--- src/rtl/hilo_pkg.sv ---
// rtl/hilo_pkg.sv - shared op encodings, FSM states and default latencies for the HI/LO stage
package hilo_pkg;

  localparam int DEF_W       = 32;
  localparam int DEF_MUL_LAT = 4;
  localparam int DEF_DIV_LAT = 32;

  typedef enum logic [1:0] {
    OP_MUL  = 2'b00,
    OP_DIV  = 2'b01,
    OP_MTHI = 2'b10,
    OP_MTLO = 2'b11
  } op_e;

  typedef enum logic [1:0] {
    S_IDLE = 2'b00,
    S_BUSY = 2'b01,
    S_DONE = 2'b10
  } state_e;

endpackage

--- src/rtl/hilo_lat_cnt.sv ---
// rtl/hilo_lat_cnt.sv - loadable down-counter that flags the last busy cycle
module hilo_lat_cnt #(
  parameter int CW = 6
) (
  input  logic          clk,
  input  logic          rst,
  input  logic          load,
  input  logic [CW-1:0] load_val,
  input  logic          dec,
  output logic [CW-1:0] cnt,
  output logic          last
);

  // load takes priority over decrement; reset clears the count
  always_ff @(posedge clk) begin
    if (rst) begin
      cnt <= '0;
    end else if (load) begin
      cnt <= load_val;
    end else if (dec && (cnt != '0)) begin
      cnt <= cnt - CW'(1);
    end
  end

  // the cycle holding count 1 is the final busy cycle before commit
  always_comb begin
    last = (cnt == CW'(1));
  end

endmodule

--- src/rtl/hilo_unit.sv ---
// rtl/hilo_unit.sv - HI/LO register stage with modelled mult/div latency (optional HILO_FWD_EN)
module hilo_unit
  import hilo_pkg::*;
#(
  parameter int W       = DEF_W,
  parameter int MUL_LAT = DEF_MUL_LAT,
  parameter int DIV_LAT = DEF_DIV_LAT
) (
  input  logic         clk,
  input  logic         rst,
  input  logic         start,
  input  logic [1:0]   op,
  output logic         ready,
  input  logic [W-1:0] alu_lo,
  input  logic [W-1:0] alu_hi,
  input  logic         alu_o,
  input  logic         alu_z,
  input  logic [W-1:0] wr_data,
  input  logic         rd_sel,
  input  logic         rd_req,
  output logic [W-1:0] rd_data,
  output logic         rd_stall,
  output logic         busy,
  output logic         done,
  output logic         div0
);

  localparam int MAX_LAT = (MUL_LAT > DIV_LAT) ? MUL_LAT : DIV_LAT;
  localparam int CW      = $clog2(MAX_LAT) + 1;

  localparam logic [CW-1:0] MUL_LD = CW'(MUL_LAT - 1);
  localparam logic [CW-1:0] DIV_LD = CW'(DIV_LAT - 1);

  op_e           op_q;
  state_e        state_q, state_d;
  logic [W-1:0]  hi_q, lo_q;
  logic [W-1:0]  pend_hi_q, pend_lo_q;
  logic          pend_div0_q;
  logic          accept_md, accept_mt;
  logic          cnt_load, cnt_dec, cnt_last;
  logic [CW-1:0] cnt_ld_val, cnt;

  assign op_q      = op_e'(op);
  assign accept_md = (state_q == S_IDLE) && start && !op_q[1];
  assign accept_mt = (state_q == S_IDLE) && start &&  op_q[1];

  hilo_lat_cnt #(.CW(CW)) u_cnt (
    .clk      (clk),
    .rst      (rst),
    .load     (cnt_load),
    .load_val (cnt_ld_val),
    .dec      (cnt_dec),
    .cnt      (cnt),
    .last     (cnt_last)
  );

  // state register
  always_ff @(posedge clk) begin
    if (rst) begin
      state_q <= S_IDLE;
    end else begin
      state_q <= state_d;
    end
  end

  // next state and counter control; a latency of one skips BUSY entirely
  always_comb begin
    state_d    = state_q;
    cnt_load   = 1'b0;
    cnt_ld_val = '0;
    cnt_dec    = 1'b0;
    case (state_q)
      S_IDLE: begin
        if (accept_md) begin
          cnt_ld_val = (op_q == OP_DIV) ? DIV_LD : MUL_LD;
          if (cnt_ld_val == '0) begin
            state_d = S_DONE;
          end else begin
            cnt_load = 1'b1;
            state_d  = S_BUSY;
          end
        end
      end
      S_BUSY: begin
        cnt_dec = 1'b1;
        if (cnt_last) begin
          state_d = S_DONE;
        end
      end
      S_DONE:  state_d = S_IDLE;
      default: state_d = S_IDLE;
    endcase
  end

  // pending capture on accept, direct moves, and commit in DONE unless divide-by-zero
  always_ff @(posedge clk) begin
    if (rst) begin
      hi_q        <= '0;
      lo_q        <= '0;
      pend_hi_q   <= '0;
      pend_lo_q   <= '0;
      pend_div0_q <= 1'b0;
    end else begin
      if (accept_md) begin
        pend_hi_q   <= alu_hi;
        pend_lo_q   <= alu_lo;
        pend_div0_q <= (op_q == OP_DIV) && alu_o && alu_z;
      end
      if (accept_mt && (op_q == OP_MTHI)) begin
        hi_q <= wr_data;
      end
      if (accept_mt && (op_q == OP_MTLO)) begin
        lo_q <= wr_data;
      end
      if ((state_q == S_DONE) && !pend_div0_q) begin
        hi_q <= pend_hi_q;
        lo_q <= pend_lo_q;
      end
    end
  end

  // handshake, status pulses and the read port
  always_comb begin
    ready = (state_q == S_IDLE);
    busy  = (state_q != S_IDLE);
    done  = (state_q == S_DONE);
    div0  = (state_q == S_DONE) && pend_div0_q;
`ifdef HILO_FWD_EN
    rd_stall = rd_req && (state_q == S_BUSY);
    if ((state_q == S_DONE) && !pend_div0_q) begin
      rd_data = rd_sel ? pend_hi_q : pend_lo_q;
    end else begin
      rd_data = rd_sel ? hi_q : lo_q;
    end
`else
    rd_stall = rd_req && busy;
    rd_data  = rd_sel ? hi_q : lo_q;
`endif
  end

endmodule

--- config.mk ---
export PLATFORM = sky130hd
export DESIGN_NAME = hilo_unit
export DESIGN_NICKNAME = d
export VERILOG_FILES = /design/src/rtl/hilo_pkg.sv /design/src/rtl/hilo_lat_cnt.sv /design/src/rtl/hilo_unit.sv
export SDC_FILE = /design/constraint.sdc
export NUM_CORES = 1
export LEC_CHECK = 0
export CAP_MARGIN = 0
export CORE_MARGIN = 3
export CORE_UTILIZATION = 45
export CTS_CLUSTER_DIAMETER = 80
export CTS_CLUSTER_SIZE = 30
export DETAILED_ROUTE_END_ITERATION = 10
export PLACE_DENSITY = 0.75
export SLEW_MARGIN = 20
export SYNTH_ARGS = -nofsm -noshare
export SYNTH_HDL_FRONTEND = slang
export SYNTH_HIERARCHICAL = 1
export SYNTH_SLANG_ARGS = --single-unit
--- constraint.sdc ---
create_clock -name clk -period 6.7 [get_ports clk]
set_clock_uncertainty 0.2 [all_clocks]
set_input_delay 1.34 -clock clk [delete_from_list [all_inputs] [get_ports clk]]
set_output_delay 1.34 -clock clk [all_outputs]
set_load 0.02 [all_outputs]
Word-level counts from Yosys, hierarchy flattened. Cells that the tools add are included.

Add/sub/neg operators: 1. Equality and inequality tests: 8. Mux-type cells: 18. Reductions and logical operators: 21.

Operators by type and width (number): 2-to-1 mux 32 bit (5); 2-to-1 mux 5 bit (3); 2-to-1 mux 6 bit (2); logical AND 1 bit (11); nonzero test 2 bit (4); == test 2 bit (second input constant) (3); == test 6 x 1 -> 1 bit (second input constant) (1); logical NOT 6 bit (1); 2-to-1 mux 2 bit (3); nonzero test 6 bit (1); subtractor 6 x 1 -> 6 bit (second input constant) (1); == test 2 x 1 -> 1 bit (second input constant) (2); 2-to-1 mux 1 bit (4); one-hot mux 2 bit (2 select lines) (1); logical NOT 1 bit (2); logical NOT 2 bit (1); != test 2 x 1 -> 1 bit (second input constant) (1); != test 2 bit (second input constant) (1); AND reduction 2 bit (1).

Bits in registers: 137. Input bits: 105. Word-level logic and storage cells: 55.

Logic depth before layout (Yosys ltp). Gate-level depths: netlist of run 1.

Depth after elaboration: 7. Depth in mapped cells: 8. Gate-level depth less buffers: 5.

By module. Netlist of run 1, hierarchy kept.

By module, submodules not included: hilo_unit (instances 1, cells each 788, area each 6606.3 um^2); hilo_lat_cnt (instances 1, cells each 49, area each 412.9 um^2).

Worst setup path after synthesis of run 1. Ideal clock, no wire load.

Path type: in2out. Start: input port rd_sel. End: output port rd_data[10]. Data arrival time: 2.284 ns. Required time: 5.160 ns. Setup slack: 2.876 ns. Stages on the path: 3. Path buffers: 2. Path through: clkbuf_1 buf_1 mux2_2.

Word-level cells in the longest chain between the ends: 1.

RTL lines: start, declared (RTL line hilo_unit.sv:19) `input logic rd_sel,`; 2-to-1 mux 32 bit (RTL line hilo_unit.sv:137) `rd_data = rd_sel ? hi_q : lo_q;`; end, declared (RTL line hilo_unit.sv:21) `output logic [W-1:0] rd_data,`.

Every way passes these cells.

Final worst setup path of run 1.
Start: input port rd_sel. End: output port rd_data[31].

The elaborated chain is that of the path after synthesis.

==> results of run 1 <==
## sequential cells by signal (all words and copies together), names as in the netlist
| signal | count |
|---|---|
| pend_lo_q | 32 |
| pend_div0_q | 1 |
| state_q | 2 |
| hi_q | 32 |
| u_cnt/cnt | 6 |
| pend_hi_q | 32 |
| lo_q | 32 |
## worst max-delay path by stage
stage / from / endpoint / slack, ns
2_1_floorplan: rd_sel / rd_data[10] / 2.88
3_3_place_gp: start / u_cnt/cnt[0] / 1.86
3_5_place_dp: start / u_cnt/cnt[0] / 1.82
4_1_cts: rd_sel / rd_data[0] / 2.12
5_1_grt: start / u_cnt/cnt[0] / 1.98
6_report: rd_sel / rd_data[31] / 2.13
## worst max-delay path: cells and delay by family
kind     cells  cell delay, ns
buf+inv      2            1.23
mux          1            0.44
## synthesized netlist by cell type (2+ instances only)
cell type  count  area (µm²)
a21oi_1       38         190
a21oi_2       30         263
a221oi_1       2        17.5
a311oi_1       2        17.5
a41oi_1       64         561
and2_1         4        25.0
buf_1         12        45.0
buf_2         11        55.1
buf_8          4        60.1
clkbuf_1      66         248
dfxtp_1      137        2740
ha_1           3        37.5
inv_1          7        26.3
mux2_2        32         360
nand2_1      195         732
nand2b_1       2        12.5
nand3_1       64         320
nand3b_1      65         488
nand4b_1      65         569
nor2_1         3        11.3
nor2b_1        3        18.8
nor3_1         2        10.0
o211ai_1       3        22.5
or2_2          2        12.5
or3_1          2        12.5
or4b_1         2        20.0
## routing by layer
metal  share of wire (%)  up-vias  track usage, %
met3                 6.6        8            5.33
met4                0.62        0            5.87
met1                  45     3153            30.4
met2                  47      244            35.3
li1                    -     3194               -
met5                   0        -               0
## through the flow
stage	utilization (%)	setup WS, ns	hold slack, ns	power (µW)
2_1_floorplan	-	2.88	0.236	1070
3_3_place_gp	55.0	1.86	0.243	1190
3_5_place_dp	55.0	1.82	0.247	1190
4_1_cts	58.3	2.12	0.255	2020
5_1_grt	58.3	1.98	0.277	2090
6_report	58.3	2.13	0.253	2010
## final cells by class
type / instances / area, µm²
Fill cell: 1373 / 6370
Multi-Input combinational cell: 599 / 3870
Sequential cell: 137 / 2750
Timing Repair Buffer: 150 / 1470
Clock buffer: 21 / 450
Tap cell: 211 / 264
Clock inverter: 5 / 52.6
Inverter: 8 / 31.3
## power groups by stage
stage | Combinational, µW | Clock, µW | Sequential (µW)
floorplan | 179 | 0 | 892
global placement | 283 | 0 | 907
detailed placement | 285 | 0 | 908
CTS | 287 | 843 | 891
global route | 311 | 877 | 898
finish | 287 | 830 | 892
## logic make-up (layout without fill, tap and decap cells)
family / count (synthesis) / count (layout) / synth area share (%)
DFF: 137 / 137 / 39.1
muxes: 32 / 32 / 5.13
other: 1 / 1 / 0.0534
AOI/OAI and AO/OA: 146 / 146 / 16.1
adders and majority gates: 3 / 3 / 0.535
and+or+nand+nor: 417 / 417 / 32.9
buffers and inverters: 101 / 184 / 6.26
## cells in the final DEF (no fill, tap or decap), drive strengths merged, types with 4 or more instances in the layout
master and count:
nand2 195, clkdlybuf4s50 139, dfxtp 137, a21oi 68
nand4b 65, nand3b 65, nand3 64, a41oi 64
mux2 32, clkbuf 21, buf 11, inv 7
clkinv 4, and2 4
==> impl_metrics.tcl, run 1 <==
set metrics [dict create \
    postCtsSetupBuffers 0 \
    p_clk_share_pct 41.3 \
    hold_path_class "register to register" \
    synthArstFlopShare_pct 0 \
    yosysSeqAreaShare_pct 39.1 \
    dp_cells 1105 \
    power_frac_seq_pct 44.4 \
    diodes 0 \
    yosys_most_used_dff "dfxtp_1" \
    start_util_pct 46.0 \
    ioPinCount 142 \
    yosys_warnings 6 \
    synthDistinctLibCells 43 \
    cap_violations 0 \
    finalNonFillerCells 1131 \
    p_int_uw 1510 \
    port_buffers 141 \
    ant_nets 0 \
    timing.final.crit_share_pct 68.2 \
    rows 45 \
    slew_violations 0 \
    final-hold-violation-count 0 \
    placed_area_um2 8390 \
    worstHoldPathCells 2 \
    num-nets-final 1021 \
    clk_pin_slew_ns 0.05 \
    rr_worst_depth 6 \
    powerDensity_nw_per_um2 226 \
    die-area_um2 17100 \
    fp.coreArea_um2 15300 \
    clock_latency_ns 0.41 \
    slowest_delay_ns 0.69 \
    min_period_ns 4.57 \
    vias_per_cell 5.83 \
    fmax_mhz 219 \
    worstSetupEndpointType "output pin" \
    cts_resized 0 \
    power.switching_uw 503 \
    grt_pass1_wl_mm 30.3 \
    synth_edf_count 0 \
    die_x_um 131 \
    drive_above_1_share_pct 11.6 \
    setup_viol 0 \
    numCtsBuffers 17 \
    reg2reg_from "state_q[0]" \
    r2r_setup_slack_ns 2.78 \
    cp.required_ns 5.16 \
    avgSynthCellArea_um2 8.39 \
    synth_nets 945 \
    wl_per_cell_um 17.2 \
    grt_overflow 0 \
    whs_endpoint "pend_hi_q[31]" \
    syn-instance-count 837 \
    gr-usage-all-layers_pct 22.2 \
    rsz0062_at_grt "no" \
    clock-root-buffer "clkbuf_16" \
    r2r_end "u_cnt/cnt[0]" \
    grt_max_degree 100 \
    antenna_found_initial 0 \
    wirelength_mm 19.4 \
    crit_path_start_kind "input pin" \
    syn_area_um2 7020 \
    cts_buffer_depth 2 \
    cts_hold_buffers 0 \
    die_h_um 131 \
    finalInstanceArea_um2 8890 \
    post-dp-hpwl_mm 11.2 \
    worst-slew-pin-transition_ns 1.15 \
    drt_iter0_drc 664 \
    status "completed" \
    syn_to_final_growth_pct 26.6 \
    drcViolationCount 0 \
    p_sw_share_pct 25.0 \
    critPathMaxFanout 32 \
    hp-start "pend_hi_q[31]" \
    dr.pass1.iters 5 \
    ctsHtreeMaxLevel 4 \
    synth-seq-cells 137 \
    pwr-share-comb_pct 14.3 \
    cts_tree "done" \
    clock-sinks 137 \
    cpMaxStageDelayCell "buf_2" \
    slew_headroom_pct 23.4 \
    criticalPathCategory "input pin to output pin" \
    path_cells "buf_2 > mux2_2 > clkdlybuf4s50_1" \
    ir_drop_mv 0.166 \
    grt_pass1_vias 5971 \
    fin_setup_tns_ns 0 \
    finalWeightedCongestion 0.763 \
    vias 6599 \
    crit_arrival_ns 3.03 \
    p_leak_uw 0.00270 \
]
Power figures use the tool's default switching activity.
==> run 2, diff against run 1 <==
==> constraint.sdc (replaced) <==
create_clock -name clk -period 4.3 [get_ports clk]
set_clock_uncertainty 0.2 [all_clocks]
set_input_delay 0.86 -clock clk [delete_from_list [all_inputs] [get_ports clk]]
set_output_delay 0.86 -clock clk [all_outputs]
set_load 0.02 [all_outputs]
==> run 2 against run 1 <==
Effect of this change:
- core utilization is 1.0 points higher
- setup slack worse by 1.2 ns
- first-iteration DRC count is 8.4% lower
- sequential share of layout area is 0.52 points lower
- worst hold slack better by 0.0015 ns
- non-clock buffer count is 6 higher
- critical path depth is 1 higher
- global-route usage is 0.71 points higher
- clock power is 75% higher
- flip-flop and latch count stayed put
- power is 64% higher
==> impl_metrics.tcl, run 2 (synthesis gave the netlist of run 1 again) <==
set metrics [dict create \
    holdWs_ns 0.254 \
    final_cell_mix "195 x nand2_1, 139 x clkdlybuf4s50_1, 136 x dfxtp_1" \
    powerDensity_nw_per_um2 364 \
    crit_arrival_ns 2.31 \
    criticalPathCategory "input pin to output pin" \
    crit_start "rd_sel" \
    clk_pin_slew_ns 0.06 \
    antenna_found_initial 0 \
    diodes 0 \
    drive_above_1_share_pct 13.0 \
    die_x_um 131 \
    worstSetupEndpointType "output pin" \
    syn_to_final_growth_pct 28.8 \
    slew_violations 0 \
    p_leak_uw 0.00279 \
    cts_resized 0 \
    ctsHtreeMaxLevel 4 \
    numCtsBuffers 17 \
    drt_iter0_drc 608 \
    slew_headroom_pct 36.2 \
    gr-usage-all-layers_pct 22.9 \
    setup_viol 0 \
    pre_cts_slack_ns 0.909 \
    rows 45 \
    worst-slew-pin-transition_ns 0.955 \
    power_uw 3290 \
    wirelength_mm 19.6 \
    ioPinCount 142 \
    cap_violations 0 \
    fin_ws_ns 0.932 \
    grt_max_degree 117 \
    rsz0062_at_grt "no" \
    post-dp-hpwl_mm 12.0 \
    clock_latency_ns 0.41 \
    clock-sinks 137 \
    port_buffers 141 \
    drcViolationCount 0 \
    vias 6566 \
    wl_per_cell_um 17.1 \
    reg2reg_from "state_q[0]" \
    fmax_mhz 297 \
    finalWeightedCongestion 0.770 \
    num-nets-final 1027 \
    hold_path_class "register to register" \
    cts_hold_buffers 0 \
    min_period_ns 3.37 \
    dr.pass1.iters 5 \
    vias_per_cell 5.74 \
    clock-root-buffer "clkbuf_16" \
    die_h_um 131 \
    cts_buffer_depth 2 \
    ir_drop_mv 0.319 \
    fin_util_pct 59.3 \
    status "completed" \
    fin_setup_tns_ns 0 \
    crit_path_start_kind "input pin" \
    postCtsSetupBuffers 0 \
    grt_pass1_vias 6149 \
    grt_overflow 0 \
    die-area_um2 17100 \
    timing.final.crit_share_pct 78.3 \
    grt_pass1_wl_mm 31.3 \
    hp-start "pend_hi_q[26]" \
    ant_nets 0 \
    cts_tree "done" \
    fp.coreArea_um2 15300 \
    critPathMaxFanout 32 \
    cp.required_ns 3.24 \
    final-hold-violation-count 0 \
    start_util_pct 46.0 \
    final_common_cell "nand2_1" \
]
==> run 2: worst max-delay path, stage by stage <==
cell and delay [ns]:
buf_2 0.07, buf_4 0.40, mux2_2 0.40, clkdlybuf4s50_1 0.54
==> run 2: per-layer routing <==
| metal | track usage [%] | share of wire (%) |
|---|---|---|
| met1 | 32.1 | 47 |
| met2 | 35.5 | 46 |
| met3 | 5.45 | 6.0 |
| met4 | 6.35 | 1.2 |
| met5 | 0 | 0 |
==> run 2: area by class of cell <==
class                           instances  area (µm²)
Inverter                                8        31.3
Fill cell                            1357        6220
Multi-Input combinational cell        599        3870
Sequential cell                       137        2750
Timing Repair Buffer                  156        1540
Clock buffer                           18         429
Tap cell                              211         264
Clock inverter                         14         156
==> run 2: path summary, 6_finish.rpt <==
| kind | to | cells past startpoint | slack, ns |
|---|---|---|---|
| hold / removal | pend_hi_q[26] | 2 | 0.25 |
| setup reg to reg | u_cnt/cnt[5] | 4 | 1.51 |
| setup / recovery | rd_data[31] | 4 | 0.93 |
| hold reg to reg | pend_hi_q[26] | 2 | 0.25 |
==> run 2: per-stage QoR <==
stage	instances	area, µm²
2_1_floorplan	837	7020
3_3_place_gp	1111	8460
3_5_place_dp	1111	8460
4_1_cts	1143	9040
5_1_grt	1143	9040
6_report	1143	9040
==> run 2: where the power goes <==
| group | switching [µW] | internal [µW] | leakage, µW | total [µW] |
|---|---|---|---|---|
| sequential | 57.1 | 1330 | 0.00112 | 1390 |
| clock | 547 | 905 | 0.000297 | 1450 |
| combinational | 221 | 232 | 0.00138 | 453 |
| total | 825 | 2470 | 0.00279 | 3290 |
